**src/rtl/dbus_ctrl.sv**
```systemverilog
// dbus_ctrl: data-bus access controller placed after the memory stage.
// Registers each load/store request, holds it stable on the dbus until
// data_ok, returns load data, and stalls the memory stage meanwhile.
// A flush that lands while a request is on the bus is absorbed by
// draining the transfer (the bus cannot cancel an issued request).
//
// Parameters:
//   TIMEOUT_CYCLES  wait cycles before timeout fires (DBUS_TIMEOUT_EN only)
//   CHECK_ALIGN     1: misaligned requests are refused and flagged
// Optional feature macro: DBUS_TIMEOUT_EN (sticky bus-timeout detector).
//
// Ports:
//   clk      clock
//   reset    asynchronous active-low reset
//   req_in   request from the memory stage (dbus_req_t)
//   advance  memory/writeback register accepts the result this cycle
//   flush    squash the current memory-stage instruction
//   dreq     registered request to the data bus
//   dresp    bus response (addr_ok ignored, data_ok completes)
//   stall    memory stage must hold
//   rdata    raw 64-bit load data
//   rvalid   rdata/completion valid for the current instruction
//   misalign current request refused (address not aligned to size)
//   timeout  sticky bus-timeout error (0 unless DBUS_TIMEOUT_EN)

package dbus_pkg;
  // size encodes log2 of the access width: 0=1B, 1=2B, 2=4B, 3=8B.
  typedef struct packed {
    logic        valid;
    logic [63:0] addr;
    logic [2:0]  size;
    logic [7:0]  strobe;
    logic [63:0] data;
  } dbus_req_t;

  typedef struct packed {
    logic        addr_ok;
    logic        data_ok;
    logic [63:0] data;
  } dbus_resp_t;
endpackage

module dbus_ctrl
  import dbus_pkg::*;
#(
  parameter int unsigned TIMEOUT_CYCLES = 1024,
  parameter bit          CHECK_ALIGN    = 1'b1
) (
  input  logic        clk,
  input  logic        reset,
  input  dbus_req_t   req_in,
  input  logic        advance,
  input  logic        flush,
  output dbus_req_t   dreq,
  input  dbus_resp_t  dresp,
  output logic        stall,
  output logic [63:0] rdata,
  output logic        rvalid,
  output logic        misalign,
  output logic        timeout
);

  typedef enum logic [1:0] {IDLE, BUSY, DONE, DRAIN} state_t;

  state_t state;
  logic   aligned;

  always_comb begin
    aligned = 1'b1;
    case (req_in.size)
      3'd1:    aligned = ~req_in.addr[0];
      3'd2:    aligned = (req_in.addr[1:0] == 2'b00);
      3'd3:    aligned = (req_in.addr[2:0] == 3'b000);
      default: aligned = 1'b1;
    endcase
  end

  // IDLE stalls as soon as a live request appears, so the memory stage
  // holds before the request has even reached the bus.
  always_comb begin
    stall = 1'b0;
    case (state)
      IDLE:        stall = req_in.valid && !flush && reset;
      BUSY, DRAIN: stall = 1'b1;
      default:     stall = 1'b0;
    endcase
  end

  // dreq is the request register itself: the bus never sees req_in directly.
  always_ff @(posedge clk or negedge reset) begin
    if (!reset) begin
      state    <= IDLE;
      dreq     <= '0;
      rdata    <= '0;
      rvalid   <= 1'b0;
      misalign <= 1'b0;
    end else begin
      case (state)
        IDLE, DONE: begin
          if (flush) begin
            state    <= IDLE;
            rvalid   <= 1'b0;
            misalign <= 1'b0;
          end else if (state == IDLE || advance) begin
            // DONE with advance behaves like IDLE: back-to-back accept
            rvalid   <= 1'b0;
            misalign <= 1'b0;
            state    <= IDLE;
            if (req_in.valid) begin
              if (CHECK_ALIGN && !aligned) begin
                misalign <= 1'b1;
                rvalid   <= 1'b1;
                state    <= DONE;
              end else begin
                dreq  <= req_in;
                state <= BUSY;
              end
            end
          end
        end
        BUSY: begin
          if (dresp.data_ok) begin
            dreq.valid <= 1'b0;
            if (flush) begin
              state <= IDLE;
            end else begin
              if (dreq.strobe == '0) rdata <= dresp.data;
              rvalid <= 1'b1;
              state  <= DONE;
            end
          end else if (flush) begin
            state <= DRAIN;
          end
        end
        DRAIN: begin
          if (dresp.data_ok) begin
            dreq.valid <= 1'b0;
            state      <= IDLE;
          end
        end
        default: state <= IDLE;
      endcase
    end
  end

`ifdef DBUS_TIMEOUT_EN
  logic [31:0] wait_cnt;
  logic        unused_resp;

  assign unused_resp = dresp.addr_ok;

  // Clearing while outside BUSY/DRAIN covers entry into BUSY; the
  // BUSY->DRAIN transition is cleared explicitly.
  always_ff @(posedge clk or negedge reset) begin
    if (!reset) begin
      wait_cnt <= '0;
      timeout  <= 1'b0;
    end else if (state == IDLE || state == DONE ||
                 (state == BUSY && flush && !dresp.data_ok)) begin
      wait_cnt <= '0;
    end else if (!dresp.data_ok && wait_cnt != '1) begin
      wait_cnt <= wait_cnt + 32'd1;
      if (wait_cnt == 32'(TIMEOUT_CYCLES - 1)) timeout <= 1'b1;
    end
  end
`else
  logic unused_cfg;

  assign unused_cfg = dresp.addr_ok ^ (TIMEOUT_CYCLES == 0);
  assign timeout    = 1'b0;
`endif

endmodule
```
**config.mk**
```make
export PLATFORM = sky130hd
export DESIGN_NAME = dbus_ctrl
export DESIGN_NICKNAME = d
export VERILOG_FILES = /design/src/rtl/dbus_ctrl.sv
export SDC_FILE = /design/constraint.sdc
export NUM_CORES = 1
export LEC_CHECK = 0
export ABC_AREA = 1
export CORE_AREA = 2 2 162 164
export CTS_CLUSTER_SIZE = 28
export DETAILED_ROUTE_END_ITERATION = 10
export DIE_AREA = 0 0 164 166
export PLACE_DENSITY = 0.76
export SYNTH_ARGS = -nofsm -noshare
export SYNTH_HDL_FRONTEND = slang
export SYNTH_SLANG_ARGS = --single-unit
```
**constraint.sdc**
```tcl
create_clock -name clk -period 1.6 [get_ports clk]
set_input_delay 0.32 -clock clk [delete_from_list [all_inputs] [get_ports clk]]
set_output_delay 0.32 -clock clk [all_outputs]
set_load 0.005 [all_outputs]
```
Word-level counts from Yosys, hierarchy flattened
Index checks and enable logic that the tools add are counted.

Equality and inequality tests: 16. Reduce and logical (&&, ||, !) cells: 18. Muxes and demuxes: 24. Bitwise logic cells: 2.

Operator list (number): $mux W140 (4); $mux W2 (8); $ne A2 B2 Y1 const B (7); $reduce_and A5 Y1 (2); $logic_not A8 Y1 (1); $reduce_and A4 Y1 (2); $mux W1 (7); $eq A3 B2 Y1 const B (2); $ne A3 B3 Y1 const B (2); $pmux W1 S2 (3); $pmux W2 S3 (1); $eq A2 B2 Y1 const B (2); $logic_not A2 Y1 (2); $reduce_bool A2 Y1 (2); $reduce_or A2 Y1 (2); $eq A3 B1 Y1 const B (1); $logic_not A3 Y1 (1); $pmux W1 S3 (1); $reduce_and A3 Y1 (1); $eq A2 B1 Y1 const B (1); $logic_and A1 B1 Y1 (2); $ne A2 B1 Y1 const B (1); $not A1 Y1 (2); $reduce_and A2 Y1 (1); 2 further kinds (2).

Output and inout bits: 208. Bits in registers: 208. Bits of input ports: 210. Logic and storage cells: 69.

Logic depth before layout (Yosys ltp)
Gate-level depths: netlist (run 1).

Word-level depth: 7. Gate-level depth with buffers: 10. Mapped depth without buffers: 9.

Least setup slack after synthesis (run 1)
Ideal clock, no wire load.

Path kind: register -> register. From: reg dreq[71] (netlist bit). To: reg rdata[10]. Setup time: 116 ps. Period minus slack after synthesis: 1373 ps. Slack: 227 ps. Cell stages (with the launch flop): 7. Arrival: 1257 ps. Data required time: 1484 ps. Buffers on the path: 1. Cell sequence: dfrtp_1 or2_2 nor3_2 nand2_1 buf_2 nand2_1 nand2_1.

Cells in the longest elaborated chain, start to end: 2.

RTL lines: start: declaration (line 54) `output dbus_req_t dreq,`; start signal: assignment (line 115) `dreq <= req_in;`; $logic_not A8 Y1 (line 127) `if (dreq.strobe == '0) rdata <= dresp.data;`; $reduce_and A4 Y1 (no line); end signal: assignment (line 127); end: declaration (line 57) `output logic [63:0] rdata,`.

Every way passes these cells. A chain may end at the register's enable or synchronous reset.

Worst setup path in the final report (run 1)
From: reg dreq[70] (netlist bit). To: reg rdata[2].

The elaborated chain is that of the path after synthesis.

==> impl_metrics.env, run 1 <==
export IMPL_grt_setup_unrepaired="yes"
export IMPL_multi_input_area_mm2=0.00353
export IMPL_via_per_inst=5.05
export IMPL_clkSlewWorstSetupHoldPaths_ns=0.06
export IMPL_r2r_start="dreq[70]$_DFFE_PN0P_"
export IMPL_grt_pass1_wl_um=46900
export IMPL_areaGrowthSynthToFinish_pct=78.4
export IMPL_gp_congestion=0.855
export IMPL_crit_arrival_ns=2.06
export IMPL_rows=59
export IMPL_cts_max_path_buffers=3
export IMPL_ios=418
export IMPL_drc=0
export IMPL_final_min_clock_period_ns=1.67
export IMPL_final_hold_violation_count=15
export IMPL_preCtsSetupSlack_ns=-0.387
export IMPL_vias=8943
export IMPL_final_common_cell="nand2_1"
export IMPL_layout_common_cells="nand2_1 (329), dfrtp_1 (207), clkdlybuf4s50_1 (207)"
export IMPL_drive_gt1_share_pct=19.7
export IMPL_synth_xor_area_share_pct=0
export IMPL_synth_area_mux_share_pct=0
export IMPL_yosys_area_share_adder_pct=0
export IMPL_tns_ns=-1.05
export IMPL_worst_slew_pin_slew_ns=0.621
export IMPL_hold_path_class="primary input to async pin"
export IMPL_timing_fmax_mhz=600
export IMPL_dpl_cell_area_mm2=0.0136
export IMPL_fill_cells=2088
export IMPL_io_buffer_count=415
export IMPL_violations="negative hold slack, negative setup slack"
export IMPL_critPathMaxFanout=8
export IMPL_synthCells=952
export IMPL_syn_nets=1162
export IMPL_groute_usage_overall_pct=21.5
export IMPL_end_kind="register"
export IMPL_root_buffer="clkbuf_16"
export IMPL_wl_per_cell_um=19.0
export IMPL_synthSimpleGateAreaFrac_pct=33.6
export IMPL_die_h_um=166
export IMPL_crit_start="dreq[70]$_DFFE_PN0P_"
export IMPL_r2r_cells=7
export IMPL_ys_seq_area_share_pct=60.6
export IMPL_design_area_mm2=0.0153
export IMPL_worst_setup_path_type="register to register"
export IMPL_core_mm2=0.0256
export IMPL_slew_headroom_pct=58.6
export IMPL_overflow=0
export IMPL_power_density_mw_per_mm2=1620
export IMPL_synth_top_family_by_area="simple AND/OR/NAND/NOR gates"
export IMPL_skew_ns=0.0172
export IMPL_drt_pass1_iterations=5
export IMPL_hpwl_um=21600
export IMPL_avgSynthCellArea_um2=9.03
export IMPL_timing_hold_ws_ns=-0.0269
export IMPL_status="complete, but fails checks"
export IMPL_ys_ff_latch=208
export IMPL_synth_compound_area_share_pct=0.582
export IMPL_peakVddDrop_mv=1.02
export IMPL_power_leakage_nw=7.88
export IMPL_antenna_cells=0
export IMPL_grt_pass1_vias=8621
export IMPL_setup_viol=37
export IMPL_wirelength_um=33700
export IMPL_regArea_mm2=0.00521
export IMPL_synth_cell_types=24
export IMPL_grt_max_degree=109
export IMPL_setup_ws_ns=-0.0657
export IMPL_drt_iter0_drc=549
export IMPL_cts_tree="done"
export IMPL_nets=1627
export IMPL_dieArea_mm2=0.0272
export IMPL_clkSinkCount=208
export IMPL_syn_cell_area_mm2=0.00859
export IMPL_maxCapViolations=0
export IMPL_final_core_util_pct=59.8
export IMPL_crit_required_ns=2.00
export IMPL_slew_viol_final=0
export IMPL_start_kind="register"
export IMPL_initial_core_util_pct=33.5
export IMPL_die_w_um=164
export IMPL_cts_buffers=24
export IMPL_ant_nets=0
export IMPL_antenna_found_initial=0
export IMPL_yosys_warnings=0
export IMPL_finalCritPeriodShare_pct=104
export IMPL_htree_levels=1
export IMPL_clk_latency_ns=0.52
repair_timing:
action                                  CTS  global route
setup buffers                            12             7
endpoints found under the setup margin  250            68
resized for setup                       223           170
hold buffers                              0             0
gates cloned                              1            17
pin swaps                                 1            24
stage by stage:
stage	hold slack, ns	std cells	total power (W)
floorplan	0.0244	952	0.0122
global placement	0.452	1690	0.0193
detailed placement	0.458	1690	0.0195
CTS	0.0137	1747	0.0238
global route	0.0268	1770	0.0264
finish	-0.0269	1770	0.0249
final timing paths:
path / to / slack (ns)
setup / recovery: rdata[2]$_DFFE_PN0P_ / -0.07
hold / removal: dreq[25]$_DFFE_PN0P_ / -0.03
setup reg to reg: rdata[2]$_DFFE_PN0P_ / -0.07
hold reg to reg: dreq[40]$_DFFE_PN0P_ / 0.46
max in group asynchronous: dreq[79]$_DFFE_PN0P_ / 1.10
min in group clk: rdata[3]$_DFFE_PN0P_ / 0.36
state kept, by name, indices dropped and copies added, names as in the netlist:
| name | flops |
|---|---|
| dreq | 140 |
| misalign | 1 |
| rdata | 64 |
| rvalid | 1 |
| state | 2 |
worst max-delay path, stage by stage, from the launching register on:
cell and delay, ns:
dfrtp_1 0.39, or2_4 0.28, nor3_4 0.24, buf_12 0.18
nand2_8 0.12, clkbuf_16 0.20, nand2_2 0.06, nand2_1 0.06
cell usage after synthesis:
cell type / instances / share of area (%)
a21oi_1: 2 / 0.12
a31oi_1: 1 / 0.073
buf_1: 3 / 0.13
buf_2: 57 / 3.3
buf_4: 9 / 0.79
buf_6: 1 / 0.13
clkbuf_1: 12 / 0.52
conb_1: 1 / 0.044
dfrtp_1: 208 / 61
inv_1: 6 / 0.26
inv_2: 2 / 0.087
nand2_1: 422 / 18
nand2_2: 2 / 0.15
nand3_1: 68 / 4.0
nand3_2: 1 / 0.12
nand4_1: 140 / 10
nor2_1: 6 / 0.26
nor2_4: 1 / 0.13
nor3_1: 2 / 0.12
nor3_2: 1 / 0.12
o21ai_0: 4 / 0.23
o21ai_1: 1 / 0.058
o21ai_2: 1 / 0.10
or2_2: 1 / 0.073
metal layers:
metal / GRT usage [%] / up-vias / wire [µm]
met3: 6.37 / 80 / 3030
met5: 0 / - / 0
li1: - / 4121 / -
met4: 6.56 / 0 / 1300
met1: 26.4 / 4335 / 12800
met2: 36.4 / 407 / 16600
power by group:
part	switching, W	leakage (nW)	internal [W]
sequential	0.00159	2.67	0.00772
clock	0.00224	0.403	0.00350
combinational	0.00466	4.81	0.00517
area by class of cell:
type	instances	area share (%)
sequential	208	34.0
multi-input combinational	655	23.0
clock inverter	9	0.686
tap	335	2.73
clock buffer	35	4.78
timing repair buffer	520	34.6
inverter	8	0.196
logic make-up (layout without fill, tap and decap cells):
group	Yosys count	count (layout)
AOI/OAI and AO/OA	9	9
buffers and inverters	90	572
other	1	1
DFF	208	208
and+or+nand+nor	644	645
Power figures use the tool's default switching activity.
==> inputs of run 2 (changes only) <==
REMOVE_ABC_BUFFERS = 1   (was default)
==> run 2 against run 1 <==
Against the previous run: the flow finishes with violations (negative setup slack); fmax is 1.1% higher; first-iteration DRC count is 2.2% higher; count of clock-buffer cells in the layout is 2 higher; combinational power is 5.9% lower; core utilization is 2.4 points lower; non-clock buffer count is 12 lower; power is 3.0% lower; via count is 1.7% lower; critical path depth is 2 higher; clock skew is 0.0026 ns lower; clock power is 1% lower; critical path type unchanged; largest cell class is now registers; largest power group unchanged.
==> impl_metrics.env, run 2 (synthesized netlist as in run 1, its figures left out) <==
export IMPL_cts_max_path_buffers=3
export IMPL_r2r_cells=9
export IMPL_whs_path_depth=3
export IMPL_drc=0
export IMPL_layout_common_cells="nand2_1 (383), dfrtp_1 (207), clkdlybuf4s50_1 (207)"
export IMPL_power_leakage_nw=7.74
export IMPL_cts_tree="done"
export IMPL_core_mm2=0.0256
export IMPL_crit_buf_inv=3
export IMPL_die_h_um=166
export IMPL_final_min_clock_period_ns=1.65
export IMPL_grt_pass1_vias=8546
export IMPL_power_density_mw_per_mm2=1640
export IMPL_root_buffer="clkbuf_16"
export IMPL_initial_core_util_pct=33.5
export IMPL_drive_gt1_share_pct=13.1
export IMPL_start_kind="register"
export IMPL_final_common_cell="nand2_1"
export IMPL_drt_iter0_drc=561
export IMPL_top_register="dreq"
export IMPL_overflow=0
export IMPL_clkSlewWorstSetupHoldPaths_ns=0.06
export IMPL_min_to="rdata[23]$_DFFE_PN0P_"
export IMPL_hold_path_class="primary input to register"
export IMPL_dieArea_mm2=0.0272
export IMPL_timing_fmax_mhz=607
export IMPL_reg2reg_setup_slack_ns=-0.05
export IMPL_worst_setup_path_type="register to register"
export IMPL_final_core_util_pct=57.4
export IMPL_setup_ws_ns=-0.0471
export IMPL_gp_congestion=0.840
export IMPL_ios=418
export IMPL_critPathMaxFanout=13
export IMPL_timing_hold_ws_ns=0.365
export IMPL_slowest_stage="dfrtp_1"
export IMPL_max_stage_delay_ns=0.41
export IMPL_rows=59
export IMPL_areaGrowthSynthToFinish_pct=71.1
export IMPL_antenna_found_initial=5
export IMPL_final_hold_violation_count=0
export IMPL_htree_levels=1
export IMPL_violations="negative setup slack"
export IMPL_grt_pass1_wl_um=47000
export IMPL_wl_per_cell_um=18.4
export IMPL_crit_arrival_ns=2.05
export IMPL_reg_top3="dreq (140), rdata (64), state (2)"
export IMPL_drt_pass1_iterations=7
export IMPL_wirelength_um=32400
export IMPL_finalPower_w=0.0241
export IMPL_slew_headroom_pct=63.9
export IMPL_grt_setup_unrepaired="yes"
export IMPL_tns_ns=-0.374
export IMPL_path_delay_family="simple AND/OR/NAND/NOR gates"
export IMPL_setup_viol=24
export IMPL_clk_latency_ns=0.51
export IMPL_grt_max_degree=93
export IMPL_cts_buffers=24
export IMPL_peakVddDrop_mv=0.856
export IMPL_nets=1614
export IMPL_vias=8789
export IMPL_skew_ns=0.0146
export IMPL_groute_usage_overall_pct=21.7
export IMPL_finalCritPeriodShare_pct=103
export IMPL_slew_viol_final=0
export IMPL_ant_nets=0
export IMPL_hpwl_um=21900
export IMPL_crit_required_ns=2.00
export IMPL_worst_slew_pin_slew_ns=0.542
export IMPL_via_per_inst=4.99
export IMPL_end_kind="register"
export IMPL_r2r_end="rdata[10]$_DFFE_PN0P_"
export IMPL_hold_start="dresp[23]"
export IMPL_status="complete, but fails checks"
export IMPL_clkSinkCount=208
export IMPL_largest_register_ffs=140
export IMPL_preCtsSetupSlack_ns=-0.352
export IMPL_io_buffer_count=415
export IMPL_r2r_start="dreq[66]$_DFFE_PN0P_"
export IMPL_die_w_um=164
export IMPL_crit_chain="buf_6, nor2_4, nand2_2, nor3_4, buf_6, nand2_8, clkbuf_16, nand2_1, nand2_1"
export IMPL_maxCapViolations=0
==> run 2: final cells by class <==
cell class / instances / area [µm²]
fillers: 2226 / 10900
flip-flops and latches: 208 / 5210
repair buffers: 508 / 5040
multi-input cells: 654 / 3180
clock buffers: 37 / 731
well taps: 335 / 419
clock inverters: 7 / 88.8
inverters: 8 / 30.0
diodes: 5 / 12.5
==> run 2: stage by stage <==
stage | std cells | area, µm²
floorplan | 870 | 8170
global placement | 1688 | 13600
detailed placement | 1688 | 13600
CTS | 1748 | 14300
global route | 1762 | 14700
finish | 1762 | 14700
==> run 2: worst max-delay path by stage <==
stage	endpoint	slack, ns	from	cells after the start
after global routing	rdata[30]$_DFFE_PN0P_	-0.12	dreq[66]$_DFFE_PN0P_	9
final	rdata[10]$_DFFE_PN0P_	-0.05	dreq[66]$_DFFE_PN0P_	9
after global placement	dreq[80]$_DFFE_PN0P_	-0.32	flush	10
after floorplan	rdata[0]$_DFFE_PN0P_	-4.72	dreq[66]$_DFFE_PN0P_	6
after detailed placement	dreq[85]$_DFFE_PN0P_	-0.35	flush	10
after CTS	stall	-0.03	state[1]$_DFFE_PN0P_	4
==> run 2: where the power goes <==
part	total (W)	leakage (nW)	internal [W]	switching, W
clock	0.00566	0.406	0.00346	0.00220
combinational	0.00925	4.66	0.00479	0.00446
sequential	0.00920	2.67	0.00772	0.00149
total	0.0241	7.74	0.0160	0.00815
==> run 2: metal layers <==
layer  part of all wire [%]  global-route usage, %  routed length [µm]  up-vias
li1                       -                      -                   -     4099
met1                     38                   25.3               12200     4252
met2                     50                   37.5               16200      375
met3                    9.6                   7.24                3110       63
met4                    2.7                   6.64                 869        0
met5                      0                      0                   0        -
==> run 2: tightest hold or removal path, cell delays in order <==
cell and delay, ns:
clkdlybuf4s50_1 0.40, nand3_1 0.08, nand2_1 0.05
==> run 2: timing repair <==
item | in CTS | in global routing
hold buffers | 1 | 0
endpoints found under the setup margin | 226 | 183
endpoints found under the hold margin | 43 | 0
cloned | 0 | 7
buffers inserted | 15 | 2
pin swaps | 0 | 6
resized for setup | 213 | 73
==> inputs of run 3 (changes only) <==
SETUP_SLACK_MARGIN = 0.02   (was default)
TNS_END_PERCENT = 50   (was default)
==> run 3 against run 2 <==
Against the previous run: the run still ends with negative setup slack left; non-clock buffer count is 2 lower; design area up 0.95%; critical path depth unchanged; power grew 0.58%; combinational power increased by 0.8%; clock skew down 0.0016 ns.
==> impl_metrics.env, run 3 (synthesized netlist as in run 1, its figures left out) <==
export IMPL_status="complete, but fails checks"
export IMPL_violations="negative setup slack"
export IMPL_cts_max_path_buffers=3
export IMPL_finalCritPeriodShare_pct=103
export IMPL_slew_headroom_pct=64.2
export IMPL_drive_gt1_share_pct=14.7
export IMPL_grt_pass1_vias=8536
export IMPL_skew_ns=0.0130
export IMPL_crit_arrival_ns=2.03
export IMPL_root_buffer="clkbuf_16"
export IMPL_switching_share_pct=34.0
export IMPL_crit_buf_inv=3
export IMPL_dieArea_mm2=0.0272
export IMPL_max_stage_delay_ns=0.41
export IMPL_worst_slew_pin_slew_ns=0.537
export IMPL_die_w_um=164
export IMPL_placed_cells=1688
export IMPL_final_common_cell="nand2_1"
export IMPL_timing_fmax_mhz=605
export IMPL_seqPwrFrac_pct=38.2
export IMPL_power_switching_w=0.00825
export IMPL_groute_usage_overall_pct=21.6
export IMPL_initial_core_util_pct=33.5
export IMPL_maxCapViolations=0
export IMPL_end_kind="register"
export IMPL_final_min_clock_period_ns=1.65
export IMPL_rows=59
export IMPL_clkSinkCount=208
export IMPL_cts_buffers=24
export IMPL_die_h_um=166
export IMPL_cts_tree="done"
export IMPL_core_mm2=0.0256
export IMPL_power_density_mw_per_mm2=1630
export IMPL_final_hold_violation_count=0
export IMPL_grt_pass1_wl_um=46900
export IMPL_nets=1613
export IMPL_wirelength_um=32900
export IMPL_htree_levels=1
export IMPL_crit_cells=9
export IMPL_internal_power_w=0.0160
export IMPL_wl_per_cell_um=18.7
export IMPL_power_leakage_nw=7.77
export IMPL_slew_viol_final=0
export IMPL_setup_viol=40
export IMPL_path_delay_family="simple AND/OR/NAND/NOR gates"
export IMPL_whs_path_depth=3
export IMPL_ant_nets=0
export IMPL_reg_top3="dreq (140), rdata (64), state (2)"
export IMPL_clk_latency_ns=0.51
export IMPL_preCtsSetupSlack_ns=-0.352
export IMPL_io_buffer_count=415
export IMPL_drt_pass1_iterations=5
export IMPL_ios=418
export IMPL_clkSlewWorstSetupHoldPaths_ns=0.07
export IMPL_overflow=0
export IMPL_areaGrowthSynthToFinish_pct=72.7
export IMPL_setup_ws_ns=-0.0515
export IMPL_crit_required_ns=1.98
export IMPL_r2r_cells=9
export IMPL_vias=8791
export IMPL_hpwl_um=21900
export IMPL_fill_cells=2181
export IMPL_critPathMaxFanout=7
export IMPL_hold_path_class="primary input to register"
export IMPL_combPwrFrac_pct=38.4
export IMPL_gp_congestion=0.840
export IMPL_largest_register_ffs=140
export IMPL_top_register="dreq"
export IMPL_start_kind="register"
export IMPL_finalPower_w=0.0243
export IMPL_final_cells=1761
export IMPL_layout_common_cells="nand2_1 (361), dfrtp_1 (207), clkdlybuf4s50_1 (207)"
export IMPL_clkPwrFrac_pct=23.3
export IMPL_peakVddDrop_mv=0.858
export IMPL_worst_setup_path_type="register to register"
export IMPL_via_per_inst=4.99
export IMPL_drc=0
export IMPL_grt_setup_unrepaired="yes"
export IMPL_grt_max_degree=93
export IMPL_slowest_stage="dfrtp_1"
export IMPL_crit_chain="buf_6, nor2_4, nand2_2, nor3_4, buf_6, nand2_8, clkbuf_16, nand2_2, nand2_1"
export IMPL_antenna_found_initial=5
export IMPL_drt_iter0_drc=691
run 3: per-layer routing:
metal  GRT usage [%]  routed length, µm  vias up
li1                -                  -     4101
met1            25.3              12200     4237
met2            37.4              16800      397
met3            7.24               3240       56
met4            6.64                712        0
met5               0                  0        -
run 3: path summary, 6_finish.rpt:
check / from / to / slack (ns)
min reg2reg: dreq[55]$_DFFE_PN0P_ / dreq[55]$_DFFE_PN0P_ / 0.46
min in group asynchronous: reset / dreq[113]$_DFFE_PN0P_ / 0.42
max in group asynchronous: reset / dreq[120]$_DFFE_PN0P_ / 0.28
max: dreq[66]$_DFFE_PN0P_ / rdata[27]$_DFFE_PN0P_ / -0.05
max reg2reg: dreq[66]$_DFFE_PN0P_ / rdata[27]$_DFFE_PN0P_ / -0.05
min: req_in[90] / dreq[90]$_DFFE_PN0P_ / 0.37
run 3: worst reg2reg max path, delay by kind of cell, from the launching register on:
family / cells / cell delay, ns
DFF: 1 / 0.41
buffers and inverters: 3 / 0.54
and+or+nand+nor: 6 / 0.59
run 3: through the flow:
step / utilization [%] / hold WS, ns / TNS, ns / instance area [µm²]
global placement: 53.1 / 0.452 / -60.90 / 13600
floorplan: - / 0.0244 / -933.33 / 8170
global route: 57.9 / 0.352 / -7.14 / 14800
finish: 57.9 / 0.368 / -0.627 / 14800
CTS: 55.6 / 0.348 / -0.0266 / 14200
detailed placement: 53.1 / 0.457 / -62.72 / 13600
run 3: power by group through the flow:
| stage | clock [W] | sequential (W) | combinational (W) |
|---|---|---|---|
| floorplan | 0 | 0.00929 | 0.00263 |
| global placement | 0 | 0.00911 | 0.0101 |
| detailed placement | 0 | 0.00920 | 0.0103 |
| CTS | 0.00578 | 0.00908 | 0.00882 |
| global route | 0.00600 | 0.00956 | 0.0102 |
| finish | 0.00566 | 0.00928 | 0.00932 |
run 3: what timing repair did:
action,4_1_cts,5_1_grt
endpoints found under the setup margin,262,236
hold buffers,1,0
gates resized for setup,213,108
buffers inserted,9,3
cloned,0,11
hold endpoints to repair,43,0
pin swaps,0,7
run 3: area by class of cell:
type | count | area, µm² | share of cell area, %
sequential | 208 | 5210 | 35.1
timing repair buffer | 506 | 5070 | 34.1
multi-input combinational | 655 | 3290 | 22.1
clock buffer | 37 | 731 | 4.92
tap | 335 | 419 | 2.82
clock inverter | 7 | 88.8 | 0.599
inverter | 8 | 30.0 | 0.202
antenna | 5 | 12.5 | 0.0843
